==> src/rtl/uart_rx_param.sv <==
// Parameterised UART receiver: 2-flop sync, mid-bit sampling, 1-entry holding reg.
// Optional parity check is built when macro UART_RX_PARITY_EN is defined.
module uart_rx_param #(
  parameter int CLK_FREQ   = 50_000_000,
  parameter int BAUD_RATE  = 9600,
  parameter int DATA_BITS  = 8,
  parameter int STOP_BITS  = 1,
  parameter int PARITY_ODD = 0
) (
  input  logic                 sys_clk,
  input  logic                 sys_rst,
  input  logic                 rx,
  output logic [DATA_BITS-1:0] po_data,
  output logic                 po_valid,
  input  logic                 po_ready,
  output logic                 frame_err,
  output logic                 parity_err,
  output logic                 overrun,
  output logic                 busy
);

  localparam int BIT_CNT_MAX  = CLK_FREQ / BAUD_RATE;
  localparam int BIT_CNT_HALF = BIT_CNT_MAX / 2;
  localparam int CNT_W        = $clog2(BIT_CNT_MAX + 1);
  localparam logic [CNT_W-1:0] CNT_LAST = CNT_W'(BIT_CNT_MAX - 1);
  localparam logic [CNT_W-1:0] CNT_MID  = CNT_W'(BIT_CNT_HALF);
  localparam logic [3:0] DATA_LAST = 4'(DATA_BITS - 1);
  localparam logic [3:0] STOP_LAST = 4'(STOP_BITS - 1);

  if (DATA_BITS < 5 || DATA_BITS > 9 ||
      (STOP_BITS != 1 && STOP_BITS != 2) ||
      (PARITY_ODD != 0 && PARITY_ODD != 1)) begin : g_bad_cfg
    $error("uart_rx_param: illegal parameter set");
  end

`ifdef UART_RX_PARITY_EN
  typedef enum logic [2:0] {IDLE, START, DATA, PARITY, STOP} state_t;
  localparam logic PAR_ODD = 1'(PARITY_ODD);
`else
  typedef enum logic [2:0] {IDLE, START, DATA, STOP} state_t;
`endif

  state_t               state_q;
  logic                 rx_s1_q, rx_s2_q, rx_prev_q;
  logic [CNT_W-1:0]     cnt_q, cnt_d;
  logic [3:0]           bit_q;
  logic [DATA_BITS-1:0] shift_q, data_q;
  logic                 valid_q, ferr_q, ovr_q, busy_q;
  logic                 stop_bad_q;
  logic                 tick_bit, tick_mid, fall;
  logic                 stop_low, par_bad, good;

  assign tick_bit = (cnt_q == CNT_LAST);
  assign tick_mid = (cnt_q == CNT_MID);
  assign cnt_d    = tick_bit ? '0 : cnt_q + 1'b1;
  // prev resets high, so a line held low through reset reads as an edge
  assign fall     = rx_prev_q & ~rx_s2_q;
  assign stop_low = stop_bad_q | ~rx_s2_q;
  assign good     = ~stop_low & ~par_bad;

`ifdef UART_RX_PARITY_EN
  logic perr_q, par_bad_q;
  assign par_bad    = par_bad_q;
  assign parity_err = perr_q;

  always_ff @(posedge sys_clk) begin
    if (sys_rst) begin
      perr_q    <= 1'b0;
      par_bad_q <= 1'b0;
    end else begin
      perr_q <= 1'b0;
      if (state_q == DATA && tick_bit && bit_q == DATA_LAST)
        par_bad_q <= 1'b0;
      if (state_q == PARITY && tick_bit)
        par_bad_q <= ((^shift_q) ^ PAR_ODD) != rx_s2_q;
      if (state_q == STOP && tick_bit && bit_q == STOP_LAST)
        perr_q <= par_bad_q;
    end
  end
`else
  assign par_bad    = 1'b0;
  assign parity_err = 1'b0;
`endif

  always_ff @(posedge sys_clk) begin
    if (sys_rst) begin
      state_q    <= IDLE;
      rx_s1_q    <= 1'b1;
      rx_s2_q    <= 1'b1;
      rx_prev_q  <= 1'b1;
      cnt_q      <= '0;
      bit_q      <= '0;
      shift_q    <= '0;
      data_q     <= '0;
      valid_q    <= 1'b0;
      ferr_q     <= 1'b0;
      ovr_q      <= 1'b0;
      busy_q     <= 1'b0;
      stop_bad_q <= 1'b0;
    end else begin
      rx_s1_q   <= rx;
      rx_s2_q   <= rx_s1_q;
      rx_prev_q <= rx_s2_q;
      ferr_q    <= 1'b0;
      ovr_q     <= 1'b0;
      cnt_q     <= cnt_d;
      if (valid_q && po_ready)
        valid_q <= 1'b0;
      unique case (state_q)
        IDLE: begin
          cnt_q <= '0;
          bit_q <= '0;
          if (fall) begin
            state_q <= START;
            busy_q  <= 1'b1;
          end
        end
        START: begin
          if (tick_mid) begin
            cnt_q <= '0;
            if (rx_s2_q) begin
              state_q <= IDLE;
              busy_q  <= 1'b0;
            end else begin
              state_q <= DATA;
            end
          end
        end
        DATA: begin
          if (tick_bit) begin
            shift_q <= {rx_s2_q, shift_q[DATA_BITS-1:1]};
            if (bit_q == DATA_LAST) begin
              bit_q      <= '0;
              stop_bad_q <= 1'b0;
`ifdef UART_RX_PARITY_EN
              state_q    <= PARITY;
`else
              state_q    <= STOP;
`endif
            end else begin
              bit_q <= bit_q + 4'd1;
            end
          end
        end
`ifdef UART_RX_PARITY_EN
        PARITY: begin
          if (tick_bit)
            state_q <= STOP;
        end
`endif
        STOP: begin
          if (tick_bit) begin
            if (bit_q == STOP_LAST) begin
              state_q <= IDLE;
              busy_q  <= 1'b0;
              bit_q   <= '0;
              ferr_q  <= stop_low;
              // a same-cycle handshake frees the slot for the new word
              if (good) begin
                if (!valid_q || po_ready) begin
                  data_q  <= shift_q;
                  valid_q <= 1'b1;
                end else begin
                  ovr_q <= 1'b1;
                end
              end
            end else begin
              bit_q      <= bit_q + 4'd1;
              stop_bad_q <= stop_low;
            end
          end
        end
        default: begin
          state_q <= IDLE;
          busy_q  <= 1'b0;
        end
      endcase
    end
  end

  assign po_data   = data_q;
  assign po_valid  = valid_q;
  assign frame_err = ferr_q;
  assign overrun   = ovr_q;
  assign busy      = busy_q;

endmodule

==> config.mk <==
export PLATFORM = sky130hd
export DESIGN_NAME = uart_rx_param
export DESIGN_NICKNAME = d
export VERILOG_FILES = /design/src/rtl/uart_rx_param.sv
export SDC_FILE = /design/constraint.sdc
export NUM_CORES = 1
export LEC_CHECK = 0
export CORE_ASPECT_RATIO = 0.5
export CORE_MARGIN = 4
export CORE_UTILIZATION = 25
export DETAILED_ROUTE_END_ITERATION = 7
export SETUP_SLACK_MARGIN = 0.2
export SLEW_MARGIN = 20
export SYNTH_ARGS = -nofsm -noshare
export SYNTH_HDL_FRONTEND = slang
export SYNTH_SLANG_ARGS = --single-unit
==> constraint.sdc <==
create_clock -name sys_clk -period 1.8 [get_ports sys_clk]
set_clock_uncertainty 0.2 [all_clocks]
set_input_delay 0.45 -clock sys_clk [delete_from_list [all_inputs] [get_ports sys_clk]]
set_output_delay 0.45 -clock sys_clk [all_outputs]
set_load 0.02 [all_outputs]
==> flow_metrics.tcl <==
set metrics [dict create \
    drtIter0Drc 153 \
    start_util 0.257 \
    num_rows 23 \
    wl_per_cell_um 14.9 \
    gr-total-overflow 0 \
    synth_area_leader_cell "dfxtp_1" \
    crit_arrival_ns 1.88 \
    grt_start_max_net_pins 22 \
    p_seq_frac 0.483 \
    dieArea_um2 9820 \
    synth_seq_cells 43 \
    antenna_found_initial 0 \
    r2r-start "cnt_q[8]$_SDFF_PP0_" \
    clockBufferDepth 2 \
    dr_wl_met3_um 252 \
    drv_slew 0 \
    cts_sinks 43 \
    synth_cell_types 47 \
    core_um2 8000 \
    postSynthCellCount 245 \
    yosys_warnings 0 \
    ios 17 \
    syn_to_final_growth_pct 59.0 \
    violations "setup timing" \
    synth_edf_count 0 \
    first_global_vias 1940 \
    power_density_nw_per_um2 608 \
    wl_met1_um 2770 \
    leakagePower_nw 1.12 \
    p_int_w 0.00152 \
    nets 306 \
    p_sw_w 0.000469 \
    grt.total_usage 0.111 \
    clkPwrFrac 0.461 \
    cts_root_buf "clkbuf_16" \
    clk_latency_ns 0.28 \
    status "complete, but fails checks" \
    tritoncts "built" \
    antenna_cells 0 \
    dr.max_layer_used "met4" \
    synth_area_leaders "dfxtp_1 42%, a21oi_1 6.3%, nand3_1 6.3%" \
    postSynthAreaPerCell_um2 8.39 \
    yosysSeqAreaShare 0.419 \
    rsz0062_at_grt "yes" \
    fin_crit_ns 1.86 \
    hold_viol 0 \
    crit_fanout 5 \
    hp-start "rx_s1_q$_SDFF_PP1_" \
    p_sw_frac 0.236 \
    wl_um 6120 \
    yosysTopAreaCellShare 0.419 \
    dp_hpwl_um 3570 \
    port_buffers 15 \
    antenna_left 0 \
    cts_buffers 5 \
    synth.cell_area_um2 2050 \
    fp.dieW_um 136 \
    vias_per_cell 5.10 \
    h-tree-depth 2 \
    synthArstFlopShare 0 \
    r2r_end "po_data[2]$_SDFFE_PP0P_" \
    crit_type "reg -> reg" \
    firstDrtPassIters 4 \
    endpoint_kind "flip-flop" \
    layout-drive-gt1-share 0.502 \
    post-route-period-util 1.03 \
    hold_path_end "rx_s2_q$_SDFF_PP1_" \
    hp-class "reg -> reg" \
    required_ns 1.82 \
    routed-via-count 2096 \
    peakVddDrop_v 0.000368 \
    max_freq_mhz 538 \
    grt_pass1_wl_um 9120 \
    clk_pin_slew_worst_paths_ns 0.07 \
    setup_violations 15 \
    crit_path_start_kind "flip-flop" \
    ys.flop_type "dfxtp_1" \
    synth_nets 253 \
    wl_met2_um 3070 \
    reg2reg_slack_ns -0.06 \
    setup_ws_ns -0.0597 \
    dieHeight_um 72.1 \
    place.gp.congestion 0.850 \
    r2r_cells 7 \
    drv_cap 0 \
    post-route-drc-count 0 \
    finalPower_w 0.00199 \
    hold_depth 1 \
    p_comb_frac 0.056 \
    hold-worst-slack_ns 0.210 \
]
==> through the flow <==
stage          utilization  worst slack [ns]  area [um2]  cells   TNS, ns
6_report             0.408           -0.0597        3270    411    -0.498
5_1_grt              0.408            -0.133        3270    411     -3.46
4_1_cts              0.374          -0.00905        2990    400  -0.00979
3_5_place_dp         0.325            -0.440        2600    384     -3.86
3_3_place_gp         0.325            -0.363        2600    384     -3.40
2_1_floorplan            -            0.0120        2170    245         0
==> registers in the layout, indices dropped and copies added (netlist names) <==
| signal | flops |
|---|---|
| shift_q | 8 |
| rx_s1_q | 1 |
| rx_s2_q | 1 |
| state_q | 2 |
| frame_err | 1 |
| busy | 1 |
| po_valid | 1 |
| overrun | 1 |
| rx_prev_q | 1 |
| bit_q | 4 |
| po_data | 8 |
| cnt_q | 13 |
| stop_bad_q | 1 |
==> worst max path at each step <==
stage | end | cells after the start | slack [ns] | startpoint
after floorplan | po_data[1]$_SDFFE_PP0P_ | 7 | 0.01 | bit_q[1]$_SDFFE_PP0P_
after global placement | po_data[0]$_SDFFE_PP0P_ | 5 | -0.36 | po_ready
after detailed placement | po_data[2]$_SDFFE_PP0P_ | 5 | -0.44 | po_ready
after CTS | bit_q[0]$_SDFFE_PP0P_ | 6 | -0.009 | cnt_q[3]$_SDFF_PP0_
final | po_data[2]$_SDFFE_PP0P_ | 7 | -0.06 | cnt_q[8]$_SDFF_PP0_
after global routing | shift_q[4]$_SDFFE_PP0P_ | 6 | -0.13 | cnt_q[8]$_SDFF_PP0_
==> power by group through the flow <==
stage / clock [W] / sequential, W / combinational, W
finish: 0.000916 / 0.000958 / 0.000111
global route: 0.000985 / 0.000959 / 0.000119
CTS: 0.000935 / 0.000958 / 0.0000959
detailed placement: 0 / 0.000980 / 0.0000893
global placement: 0 / 0.000980 / 0.0000876
floorplan: 0 / 0.000981 / 0.0000526
==> layout by cell type (no fill, tap or decap), types with 4 or more instances in the layout <==
| cell type | Yosys | final |
|---|---|---|
| clkbuf_16 | 0 | 7 |
| nand3_2 | 0 | 14 |
| inv_1 | 9 | 5 |
| nand2_1 | 9 | 8 |
| xnor2_1 | 5 | 5 |
| a21oi_1 | 26 | 12 |
| clkbuf_2 | 0 | 7 |
| buf_6 | 1 | 4 |
| nor2_1 | 18 | 8 |
| o21ai_1 | 1 | 6 |
| nand4_1 | 8 | 8 |
| dfxtp_1 | 43 | 35 |
| buf_12 | 0 | 5 |
| xor2_1 | 5 | 5 |
| dfxtp_2 | 0 | 6 |
| clkdlybuf4s15_1 | 0 | 4 |
| o21ai_0 | 18 | 6 |
| buf_4 | 3 | 37 |
| a21oi_2 | 0 | 13 |
| o21ai_2 | 0 | 5 |
| nor2_2 | 0 | 9 |
| nand3_1 | 26 | 11 |
==> cell usage after synthesis, types with 4 or more instances <==
library cell  instances
dfxtp_1              43
a21oi_1              26
nand3_1              26
nor2_1               18
o21ai_0              18
clkbuf_1             10
inv_1                 9
nand2_1               9
nand4_1               8
buf_2                 6
xnor2_1               5
xor2_1                5
and4_1                4
ha_1                  4
==> final cells by class <==
class / instances / area (um2)
Sequential cell: 43 / 876
Tap cell: 112 / 140
Timing Repair Buffer: 66 / 658
Clock buffer: 5 / 125
Inverter: 9 / 36.3
Clock inverter: 3 / 23.8
Multi-Input combinational cell: 173 / 1410
Fill cell: 770 / 4730
==> worst max-delay path, cell delays in order (launching register included) <==
cell and delay [ns]:
dfxtp_2 0.34, nor4b_4 0.32, buf_4 0.18, and4_4 0.27, buf_4 0.14, buf_12 0.11
nand3_1 0.10, a21oi_2 0.14
==> cells by family (layout without fill, tap and decap cells) <==
group                      Yosys count  after routing  share of synthesized area
and+or+nand+nor                     99             99                      0.283
buffers and inverters               29             83                     0.0658
xor gates and xnor gates            10             10                     0.0426
DFF                                 43             43                      0.419
AOI/OAI and AO/OA                   59             59                      0.163
other                                1              1                    0.00183
adders and majority gates            4              4                     0.0244
==> repair_timing <==
action	in CTS	in global routing
hold buffers	0	0
setup endpoints to repair	51	51
resized for setup	55	64
pin swaps	34	19
buffers inserted	6	8
cloned	2	3
==> metal layers <==
layer	GRT usage	vias up
met5	0	-
met1	0.144	1039
met4	0.0212	0
li1	-	993
met2	0.190	60
met3	0.0298	4
(Power assumes the default switching activity.)
